`config.mk`:
```
export PLATFORM = sky130hd
export DESIGN_NAME = uart_tx_fifo
export DESIGN_NICKNAME = d
export VERILOG_FILES = /design/src/rtl/uart_pkg.sv /design/src/rtl/sync_fifo.sv /design/src/rtl/uart_tx_fifo.sv
export SDC_FILE = /design/constraint.sdc
export NUM_CORES = 1
export LEC_CHECK = 0
export ABC_AREA = 1
export CAP_MARGIN = 20
export CORE_UTILIZATION = 50
export DETAILED_ROUTE_END_ITERATION = 10
export GPL_ROUTABILITY_DRIVEN = 0
export PLACE_DENSITY = 0.78
export SYNTH_ARGS = -nofsm -noshare
export SYNTH_HDL_FRONTEND = slang
export SYNTH_HIERARCHICAL = 1
export SYNTH_SLANG_ARGS = --single-unit
export TNS_END_PERCENT = 20
```
`constraint.sdc`:
```
create_clock -name user_clock -period 2.25 [get_ports user_clock]
set_input_delay 0.225 -clock user_clock [delete_from_list [all_inputs] [get_ports user_clock]]
set_output_delay 0.225 -clock user_clock [all_outputs]
set_load 0.02 [all_outputs]
```
`src/rtl/uart_pkg.sv`:
```
// Shared definitions for the UART blocks: parity codes, FSM state encoding,
// baud divisor rounding and FIFO width helpers.
package uart_pkg;

  localparam int PAR_NONE = 0;
  localparam int PAR_ODD  = 1;
  localparam int PAR_EVEN = 2;

  localparam logic [2:0] ST_IDLE  = 3'd0;
  localparam logic [2:0] ST_START = 3'd1;
  localparam logic [2:0] ST_DATA  = 3'd2;
  localparam logic [2:0] ST_PAR   = 3'd3;
  localparam logic [2:0] ST_STOP  = 3'd4;

  // Clock cycles per bit, rounded to the nearest integer.
  function automatic int baud_divisor(input int clk_hz, input int baud);
    return (clk_hz + baud / 2) / baud;
  endfunction

  function automatic int ptr_width(input int depth);
    return (depth < 2) ? 1 : $clog2(depth);
  endfunction

  // The count must hold the value DEPTH itself, hence the extra bit.
  function automatic int cnt_width(input int depth);
    return $clog2(depth) + 1;
  endfunction

endpackage

```
`src/rtl/sync_fifo.sv`:
```
// Single-clock FIFO with registered count/full/empty and same-cycle push/pop.
// The head word is readable combinationally so a pop can load it at once.
module sync_fifo
  import uart_pkg::*;
#(
  parameter int WIDTH = 8,
  parameter int DEPTH = 4
) (
  input  logic                        clk,
  input  logic                        srst,
  input  logic                        push,
  input  logic [WIDTH-1:0]            push_data,
  input  logic                        pop,
  output logic [WIDTH-1:0]            pop_data,
  output logic [cnt_width(DEPTH)-1:0] count,
  output logic                        full,
  output logic                        empty
);
  localparam int PTR_W = ptr_width(DEPTH);
  localparam int CNT_W = cnt_width(DEPTH);

  logic [WIDTH-1:0] mem [DEPTH];
  logic [PTR_W-1:0] wr_ptr_reg, rd_ptr_reg;
  logic [CNT_W-1:0] count_reg, count_next;
  logic             full_reg, empty_reg;
  logic             do_push, do_pop;

  assign do_push = push && !full_reg;
  assign do_pop  = pop && !empty_reg;

  always_comb begin
    count_next = count_reg;
    if (do_push && !do_pop)
      count_next = count_reg + CNT_W'(1);
    else if (do_pop && !do_push)
      count_next = count_reg - CNT_W'(1);
  end

  // Pointers wrap naturally because DEPTH is a power of two.
  always_ff @(posedge clk) begin
    if (srst) begin
      wr_ptr_reg <= '0;
      rd_ptr_reg <= '0;
      count_reg  <= '0;
      full_reg   <= 1'b0;
      empty_reg  <= 1'b1;
    end else begin
      wr_ptr_reg <= wr_ptr_reg + PTR_W'(do_push);
      rd_ptr_reg <= rd_ptr_reg + PTR_W'(do_pop);
      count_reg  <= count_next;
      full_reg   <= (count_next == CNT_W'(DEPTH));
      empty_reg  <= (count_next == '0);
    end
  end

  always_ff @(posedge clk) begin
    if (do_push)
      mem[wr_ptr_reg] <= push_data;
  end

  assign pop_data = mem[rd_ptr_reg];
  assign count    = count_reg;
  assign full     = full_reg;
  assign empty    = empty_reg;

endmodule

```
`src/rtl/uart_tx_fifo.sv`:
```
// UART transmitter with elaboration-time frame format and a small push FIFO;
// frames are sent back to back while words remain queued.
module uart_tx_fifo
  import uart_pkg::*;
#(
  parameter int CLK_HZ     = 40_000_000,
  parameter int BAUD       = 115_200,
  parameter int DATA_BITS  = 8,
  parameter int PARITY     = PAR_NONE,
  parameter int STOP_BITS  = 1,
  parameter int MSB_FIRST  = 0,
  parameter int FIFO_DEPTH = 4
) (
  input  logic                             user_clock,
  input  logic                             rst,
  input  logic [DATA_BITS-1:0]             tx_data,
  input  logic                             tx_valid,
  output logic                             tx_ready,
  output logic                             busy,
  output logic [cnt_width(FIFO_DEPTH)-1:0] fifo_count,
  output logic                             usb_rs232_txd
);
  localparam int DIV    = baud_divisor(CLK_HZ, BAUD);
  localparam int BAUD_W = (DIV < 2) ? 1 : $clog2(DIV);
  localparam int CNT_W  = cnt_width(FIFO_DEPTH);

  if (DIV < 2 || DATA_BITS < 5 || DATA_BITS > 9 || PARITY > PAR_EVEN ||
      STOP_BITS < 1 || STOP_BITS > 2) begin : g_bad_cfg
    $error("uart_tx_fifo: illegal configuration");
  end

  logic [DATA_BITS-1:0] fifo_data;
  logic                 fifo_full, fifo_empty;
  logic                 push, pop;

  assign tx_ready = ~fifo_full;
  assign push     = tx_valid & tx_ready;

  sync_fifo #(.WIDTH(DATA_BITS), .DEPTH(FIFO_DEPTH)) u_fifo (
    .clk       (user_clock),
    .srst      (rst),
    .push      (push),
    .push_data (tx_data),
    .pop       (pop),
    .pop_data  (fifo_data),
    .count     (fifo_count),
    .full      (fifo_full),
    .empty     (fifo_empty)
  );

  logic [2:0]           state_reg, state_next;
  logic [BAUD_W-1:0]    baud_reg, baud_next;
  logic [3:0]           bit_reg, bit_next;
  logic [DATA_BITS-1:0] shift_reg, shift_next;
  logic                 par_reg, par_next;
  logic                 txd_reg, txd_next;
  logic                 busy_reg;
  logic                 baud_done;
  logic [CNT_W-1:0]     count_next;

  function automatic logic head_bit(input logic [DATA_BITS-1:0] s);
    return (MSB_FIRST != 0) ? s[DATA_BITS-1] : s[0];
  endfunction

  function automatic logic [DATA_BITS-1:0] advance(input logic [DATA_BITS-1:0] s);
    return (MSB_FIRST != 0) ? {s[DATA_BITS-2:0], 1'b0} : {1'b0, s[DATA_BITS-1:1]};
  endfunction

  assign baud_done = (baud_reg == BAUD_W'(DIV - 1));

  always_comb begin
    state_next = state_reg;
    baud_next  = baud_reg + BAUD_W'(1);
    bit_next   = bit_reg;
    shift_next = shift_reg;
    par_next   = par_reg;
    txd_next   = txd_reg;
    pop        = 1'b0;
    case (state_reg)
      ST_IDLE: begin
        baud_next = '0;
        txd_next  = 1'b1;
        if (!fifo_empty) begin
          pop        = 1'b1;
          shift_next = fifo_data;
          par_next   = 1'b0;
          txd_next   = 1'b0;
          state_next = ST_START;
        end
      end
      ST_START: begin
        if (baud_done) begin
          baud_next  = '0;
          bit_next   = '0;
          txd_next   = head_bit(shift_reg);
          par_next   = par_reg ^ head_bit(shift_reg);
          state_next = ST_DATA;
        end
      end
      ST_DATA: begin
        if (baud_done) begin
          baud_next = '0;
          if (bit_reg == 4'(DATA_BITS - 1)) begin
            bit_next = '0;
            if (PARITY != PAR_NONE) begin
              txd_next   = (PARITY == PAR_ODD) ? ~par_reg : par_reg;
              state_next = ST_PAR;
            end else begin
              txd_next   = 1'b1;
              state_next = ST_STOP;
            end
          end else begin
            shift_next = advance(shift_reg);
            txd_next   = head_bit(advance(shift_reg));
            par_next   = par_reg ^ head_bit(advance(shift_reg));
            bit_next   = bit_reg + 4'd1;
          end
        end
      end
      ST_PAR: begin
        if (baud_done) begin
          baud_next  = '0;
          bit_next   = '0;
          txd_next   = 1'b1;
          state_next = ST_STOP;
        end
      end
      ST_STOP: begin
        if (baud_done) begin
          baud_next = '0;
          if (bit_reg == 4'(STOP_BITS - 1)) begin
            // Chain straight into the next start bit when a word is waiting.
            if (!fifo_empty) begin
              pop        = 1'b1;
              shift_next = fifo_data;
              par_next   = 1'b0;
              txd_next   = 1'b0;
              state_next = ST_START;
            end else begin
              txd_next   = 1'b1;
              state_next = ST_IDLE;
            end
          end else begin
            bit_next = bit_reg + 4'd1;
          end
        end
      end
      default: begin
        baud_next  = '0;
        txd_next   = 1'b1;
        state_next = ST_IDLE;
      end
    endcase
  end

  assign count_next = fifo_count + CNT_W'(push) - CNT_W'(pop);

  always_ff @(posedge user_clock) begin
    if (rst) begin
      state_reg <= ST_IDLE;
      baud_reg  <= '0;
      bit_reg   <= '0;
      shift_reg <= '0;
      par_reg   <= 1'b0;
      txd_reg   <= 1'b1;
      busy_reg  <= 1'b0;
    end else begin
      state_reg <= state_next;
      baud_reg  <= baud_next;
      bit_reg   <= bit_next;
      shift_reg <= shift_next;
      par_reg   <= par_next;
      txd_reg   <= txd_next;
      busy_reg  <= (state_next != ST_IDLE) || (count_next != '0);
    end
  end

  assign usb_rs232_txd = txd_reg;
  assign busy          = busy_reg;

endmodule

```
==> impl_metrics.toml, run 1 <==
[pwr]
power.total_mw = 3.70
p_sw_frac = 0.360
p_int_mw = 2.37
worst_ir_drop_vdd_mv = 0.649
p_leak_nw = 1.63
switching_power_mw = 1.33
power_density_mw_per_mm2 = 949
clkPwrFrac = 0.265
combPwrFrac = 0.315
p_seq_frac = 0.419

[global_route]
grt_max_degree = 18
grt_use_total = 0.208
grt_pass1_wl_um = 10400
overflow = 0
antenna_found_initial = 0
grt_pass1_vias = 2348

[floorplanning]
die_x_um = 82.4
start_util = 0.533
fp.dieH_um = 82.4
coreArea_mm2 = 0.00606
pin_count = 17
rows = 28
dieArea_mm2 = 0.00679

[timing]
setup_ws_ns = -0.104
period_needed_ns = 2.35
max-slew-margin-rel = 0.692
final_hold_viol_count = 0
final-setup-viol-count = 1
finalSetupTns_ns = -0.104
skew_ns = 0.00886
slew_viol_final = 0
fmax_mhz = 425
fin_crit_sh = 1.05
grt_setup_unrepaired = "true"
tightest_slew_ns = 0.462

[final_layout]
fin_area_mm2 = 0.00389
register_area_mm2 = 0.00167
area_growth_pct = 20.5
largest_reg_flops = 32
multi_input_area_mm2 = 0.00143
diodes = 0
fillers = 508
stdcell_count = 509
nets = 449
layout-drive-gt1-share = 0.214

[place]
port_buffers = 16
dpl.cell_count = 493
dp_hpwl_um = 4420
place_ws_ns = -0.180
placedInstanceArea_mm2 = 0.00369

[route]
dr.pass1.iters = 4
drt-vias-per-instance = 5.06
drc = 0
num_vias = 2576
first_iter_violations = 123
wl_um = 6230
avgRoutedWirePerCell_um = 12.2
antenna_left = 0

[critical_path]
critPathLaunchType = "flop"
crit_chain = "inv_2 -> ha_4 -> nand2_2 -> nor2_2 -> nand3_1 -> nand2_1 -> nand2_2 -> inv_2 -> ha_4 -> inv_2 -> ha_4 -> fa_2 -> nor2_2 -> nand3_1 -> o21bai_1 -> nand3_1"
worstPathMaxFanout = 2
setup.worst_path.class = "flop to flop"
worst_path_largest_cell_delay_ns = 0.43
slowest_stage = "fa_2"
worstPathRequired_ns = 2.49
crit_arrival_ns = 2.59
worstSetupEndpointType = "flop"

[synthesis]
synth_seq_area_share = 0.514
synth_most_common_cell = "nand2_1"
yosysTopAreaCell = "edfxtp_1"
synth.area.top_cells = "edfxtp_1, dfxtp_1, nand2_1, nor2_1, inv_1"
synth_cell_types = 29
async_reset_ff_frac = 0
synth_area_per_cell_um2 = 8.44
synth-edff-count = 32
synth_flop_cell = "dfxtp_1"
syn_nets = 403
yosys_warnings = 6
synth-seq-cells = 67
syn_area_mm2 = 0.00323
synth_common_cells = "nand2_1, nor2_1, dfxtp_1, inv_1, edfxtp_1"
synth_cells = 383
yosys.area.top_type_share = 0.297

[clocking]
cts_buffers = 9
htree_levels = 3
cts.path.max_buffers = 2
clk_latency_ns = 0.35
tritoncts = "built"
postCtsSetupBuffers = 0
clock-sinks = 67
clk_pin_slew_ns = 0.08
cts_root_buffer = "clkbuf_8"

[job]
cap_viol_max_count = 0

[outcome]
violations = "negative setup slack"
outcome = "finished, violations left"

[min_path]
hold_class = "flop to flop"
==> layer usage <==
layer,global-route usage,up-vias,wire length (um)
met5,0,-,0
met4,0.0930,0,116
met3,0.0440,11,187
met2,0.345,38,2960
met1,0.260,1186,2970
li1,-,1341,-
==> critical path: cells and delay by family, from the launching register on <==
family	cells	cell delay (ns)
DFF	1	0.33
and+or+nand+nor	8	0.69
AOI/OAI and AO/OA	1	0.13
adders and majority gates	4	0.89
buffers and inverters	3	0.20
==> through the flow <==
stage | util | hold WS (ns)
6_report | 0.642 | 0.485
5_1_grt | 0.642 | 0.506
4_1_cts | 0.642 | 0.489
3_5_place_dp | 0.609 | 0.471
3_3_place_gp | 0.609 | 0.453
2_1_floorplan | - | 0.294
==> cells in the final DEF (no fill, tap or decap), types with 3 or more instances in the layout <==
| master | n |
|---|---|
| a21oi_1 | 10 |
| buf_4 | 26 |
| clkbuf_8 | 9 |
| clkdlybuf4s50_1 | 16 |
| dfxtp_1 | 31 |
| dfxtp_2 | 4 |
| edfxtp_1 | 32 |
| ha_1 | 4 |
| ha_4 | 4 |
| inv_1 | 30 |
| inv_2 | 11 |
| inv_6 | 3 |
| inv_8 | 3 |
| nand2_1 | 85 |
| nand2_2 | 14 |
| nand3_1 | 22 |
| nand3_2 | 4 |
| nand3b_1 | 10 |
| nor2_1 | 57 |
| nor2_2 | 7 |
| nor3_1 | 5 |
| o21ai_0 | 23 |
| o22ai_1 | 8 |
| xor2_1 | 4 |
==> cell families after synthesis <==
family	count (synthesis)	synth area share
adder cells (fa/ha/maj)	9	0.0372
AND/OR/NAND/NOR	210	0.295
XOR/XNOR	6	0.0163
AO/OA/AOI/OAI	43	0.0712
buffers and inverters	48	0.0658
flip-flops	67	0.514
==> layout make-up <==
class                   count  share of cell area
multi-input cells         268               0.368
clock buffers               9              0.0318
clock inverters             7              0.0174
inverters                  41              0.0395
flip-flops and latches     67               0.428
repair buffers             42              0.0913
well taps                  75              0.0241
==> power by group through the flow <==
| stage | registers, mW | logic (mW) | clock network [mW] |
|---|---|---|---|
| floorplan | 1.61 | 0.826 | 0 |
| global placement | 1.57 | 1.09 | 0 |
| detailed placement | 1.58 | 1.14 | 0 |
| CTS | 1.55 | 1.17 | 1.00 |
| global route | 1.57 | 1.32 | 1.05 |
| finish | 1.55 | 1.17 | 0.980 |
==> path summary, 6_finish.rpt <==
| check | start | end | slack [ns] | cells past startpoint |
|---|---|---|---|---|
| max | bit_reg[0]$_SDFFE_PP0P_ | busy$_SDFF_PP0_ | -0.10 | 16 |
| min | shift_reg[3]$_SDFFE_PP0P_ | shift_reg[3]$_SDFFE_PP0P_ | 0.49 | 2 |
| max reg2reg | bit_reg[0]$_SDFFE_PP0P_ | busy$_SDFF_PP0_ | -0.10 | 16 |
| min reg2reg | shift_reg[3]$_SDFFE_PP0P_ | shift_reg[3]$_SDFFE_PP0P_ | 0.49 | 2 |
==> what timing repair did <==
| item | CTS | global route |
|---|---|---|
| hold buffers | 0 | 0 |
| resized for setup | 3 | 1 |
| endpoints found under the hold margin | 0 | 0 |
| pin swaps | 4 | 1 |
| setup endpoints to repair | 1 | 1 |
| cloned | 0 | 0 |
(Power assumes the default switching activity.)
==> run 2, diff against run 1 <==
Settings changed: ABC_CLOCK_PERIOD_IN_PS from default to 2250.
==> results of run 2 <==
Same layout as run 1: the final DEF is identical, and so are final timing and power.
==> run 3, diff against run 2 <==
Settings changed: CORE_UTILIZATION 50 to 40, DONT_BUFFER_PORTS from default to 1, PLACE_DENSITY 0.78 to 0.63.
==> impl_metrics.toml, run 3 (synthesis results as in run 1) <==
[outcome]
outcome = "finished, violations left"
violations = "negative setup slack"

[final_layout]
layout-drive-gt1-share = 0.232
stdcell_count = 533
area_growth_pct = 22.3
nets = 446
diodes = 0
final_common_cell = "nand2_1"
largest_reg_flops = 32
mostFrequentLayoutCells = "nand2_1, nor2_1, edfxtp_1, dfxtp_1"
fillers = 752

[pwr]
power_density_mw_per_mm2 = 965
p_int_mw = 2.55
power.total_mw = 3.82
clkPwrFrac = 0.296
combPwrFrac = 0.294
p_sw_frac = 0.332
p_leak_nw = 1.66
switching_power_mw = 1.27
worst_ir_drop_vdd_mv = 0.517
p_seq_frac = 0.410

[global_route]
antenna_found_initial = 0
grt_pass1_vias = 2460
grt_max_degree = 18
use_met2 = 0.293
grtUsageMet1 = 0.197
grt_use_met3 = 0.0381
top_usage_layer = "met2"
overflow = 0
grt_use_total = 0.167
grt_pass1_wl_um = 11000

[floorplanning]
dieArea_mm2 = 0.00844
fp.dieH_um = 91.9
rows = 32
die_x_um = 91.9
pin_count = 17
start_util = 0.416
coreArea_mm2 = 0.00777

[critical_path]
cp_top_family = "adder cells"
worstPathMaxFanout = 2
worstPathRequired_ns = 2.48
worst_path_largest_cell_delay_ns = 0.36
crit_buf_inv = 4
worstSetupEndpointType = "flop"
crit_arrival_ns = 2.56
crit_chain = "inv_2 -> ha_4 -> nand2_4 -> nor2_4 -> nand3_2 -> nand2_2 -> nand2_2 -> inv_2 -> ha_4 -> inv_2 -> ha_4 -> fa_2 -> xnor2_2 -> inv_1 -> nand2_1 -> nand3_2 -> o21bai_1 -> nand3_1"
setup.worst_path.class = "flop to flop"
slowest_stage = "fa_2"
critPathLaunchType = "flop"

[route]
avgRoutedWirePerCell_um = 12.1
drt-vias-per-instance = 4.75
antenna_left = 0
wl_um = 6430
drc = 0
num_vias = 2531
dr.pass1.iters = 4
first_iter_violations = 116

[timing]
final-setup-viol-count = 1
hold_slack_ns = 0.0767
fin_crit_sh = 1.04
slew_viol_final = 0
tightest_slew_ns = 0.499
skew_ns = 0.00478
finalSetupTns_ns = -0.0832
period_needed_ns = 2.33
grt_setup_unrepaired = "true"
max-slew-margin-rel = 0.667
fmax_mhz = 429
setup_ws_ns = -0.0832
final_hold_viol_count = 0

[clocking]
cts_buffers = 9
cts.path.max_buffers = 2
clock-sinks = 67
cts_root_buffer = "clkbuf_8"
tritoncts = "built"
clk_pin_slew_ns = 0.08
clk_latency_ns = 0.34
htree_levels = 3

[job]
cap_viol_max_count = 0

[place]
port_buffers = 0
dpl.cell_count = 503
dp_hpwl_um = 4420

[min_path]
hold_class = "input port to flop"
-- run 3: cell count changes in the layout (fill, tap and decap cells not counted), moves of 2 or more --
| cell | before | now |
|---|---|---|
| nand3_2 | 4 | 6 |
| inv_8 | 3 | 0 |
| bufinv_16 | 0 | 2 |
| nand2_4 | 1 | 3 |
| nand3_1 | 22 | 20 |
| clkdlybuf4s50_1 | 16 | 0 |
| nor2_4 | 2 | 4 |
| dlygate4sd3_1 | 0 | 9 |
| buf_4 | 26 | 30 |
-- run 3: repair_timing --
| action | CTS | global route |
|---|---|---|
| gates resized for setup | 8 | 4 |
| cloned | 0 | 0 |
| pin swaps | 13 | 8 |
| hold buffers | 9 | 0 |
| endpoints found under the hold margin | 35 | 0 |
| setup endpoints to repair | 1 | 2 |
| setup buffers | 4 | 1 |
-- run 3: area by class of cell --
cell class,count,area (um^2),area share
Clock buffer,10,128,0.0323
Multi-Input combinational cell,268,1470,0.371
Clock inverter,6,95.1,0.0241
Tap cell,102,128,0.0323
Sequential cell,67,1670,0.422
Timing Repair Buffer,39,315,0.0797
Inverter,41,154,0.0389
-- run 3: worst paths after layout --
check                                          startpoint                        end  slack (ns)  cells past startpoint
worst min-delay path                                  rst    u_fifo/empty$_SDFF_PP1_        0.08                      2
worst max-delay path              bit_reg[0]$_SDFFE_PP0P_            busy$_SDFF_PP0_       -0.08                     18
worst max register to register    bit_reg[0]$_SDFFE_PP0P_            busy$_SDFF_PP0_       -0.08                     18
worst min register to register  shift_reg[7]$_SDFFE_PP0P_  shift_reg[7]$_SDFFE_PP0P_        0.48                      2
-- run 3: metal layers --
layer,up-vias,share of wire
li1,1332,-
met1,1161,0.47
met2,28,0.49
met3,10,0.026
met4,0,0.014
met5,-,0
-- run 3: metrics by stage --
step	worst slack [ns]	area, um^2	utilization
floorplan	-0.0356	3300	-
detailed placement	-0.139	3560	0.458
global route	-0.232	3950	0.509
finish	-0.0832	3950	0.509
global placement	-0.0840	3560	0.458
CTS	-0.118	3930	0.506
-- run 3: power groups by stage --
stage	Sequential (mW)	Combinational, mW	Clock [mW]
after global placement	1.59	1.02	0
after floorplan	1.61	0.826	0
after detailed placement	1.59	1.05	0
after global routing	1.58	1.27	1.20
after CTS	1.56	1.09	1.16
final	1.56	1.12	1.13
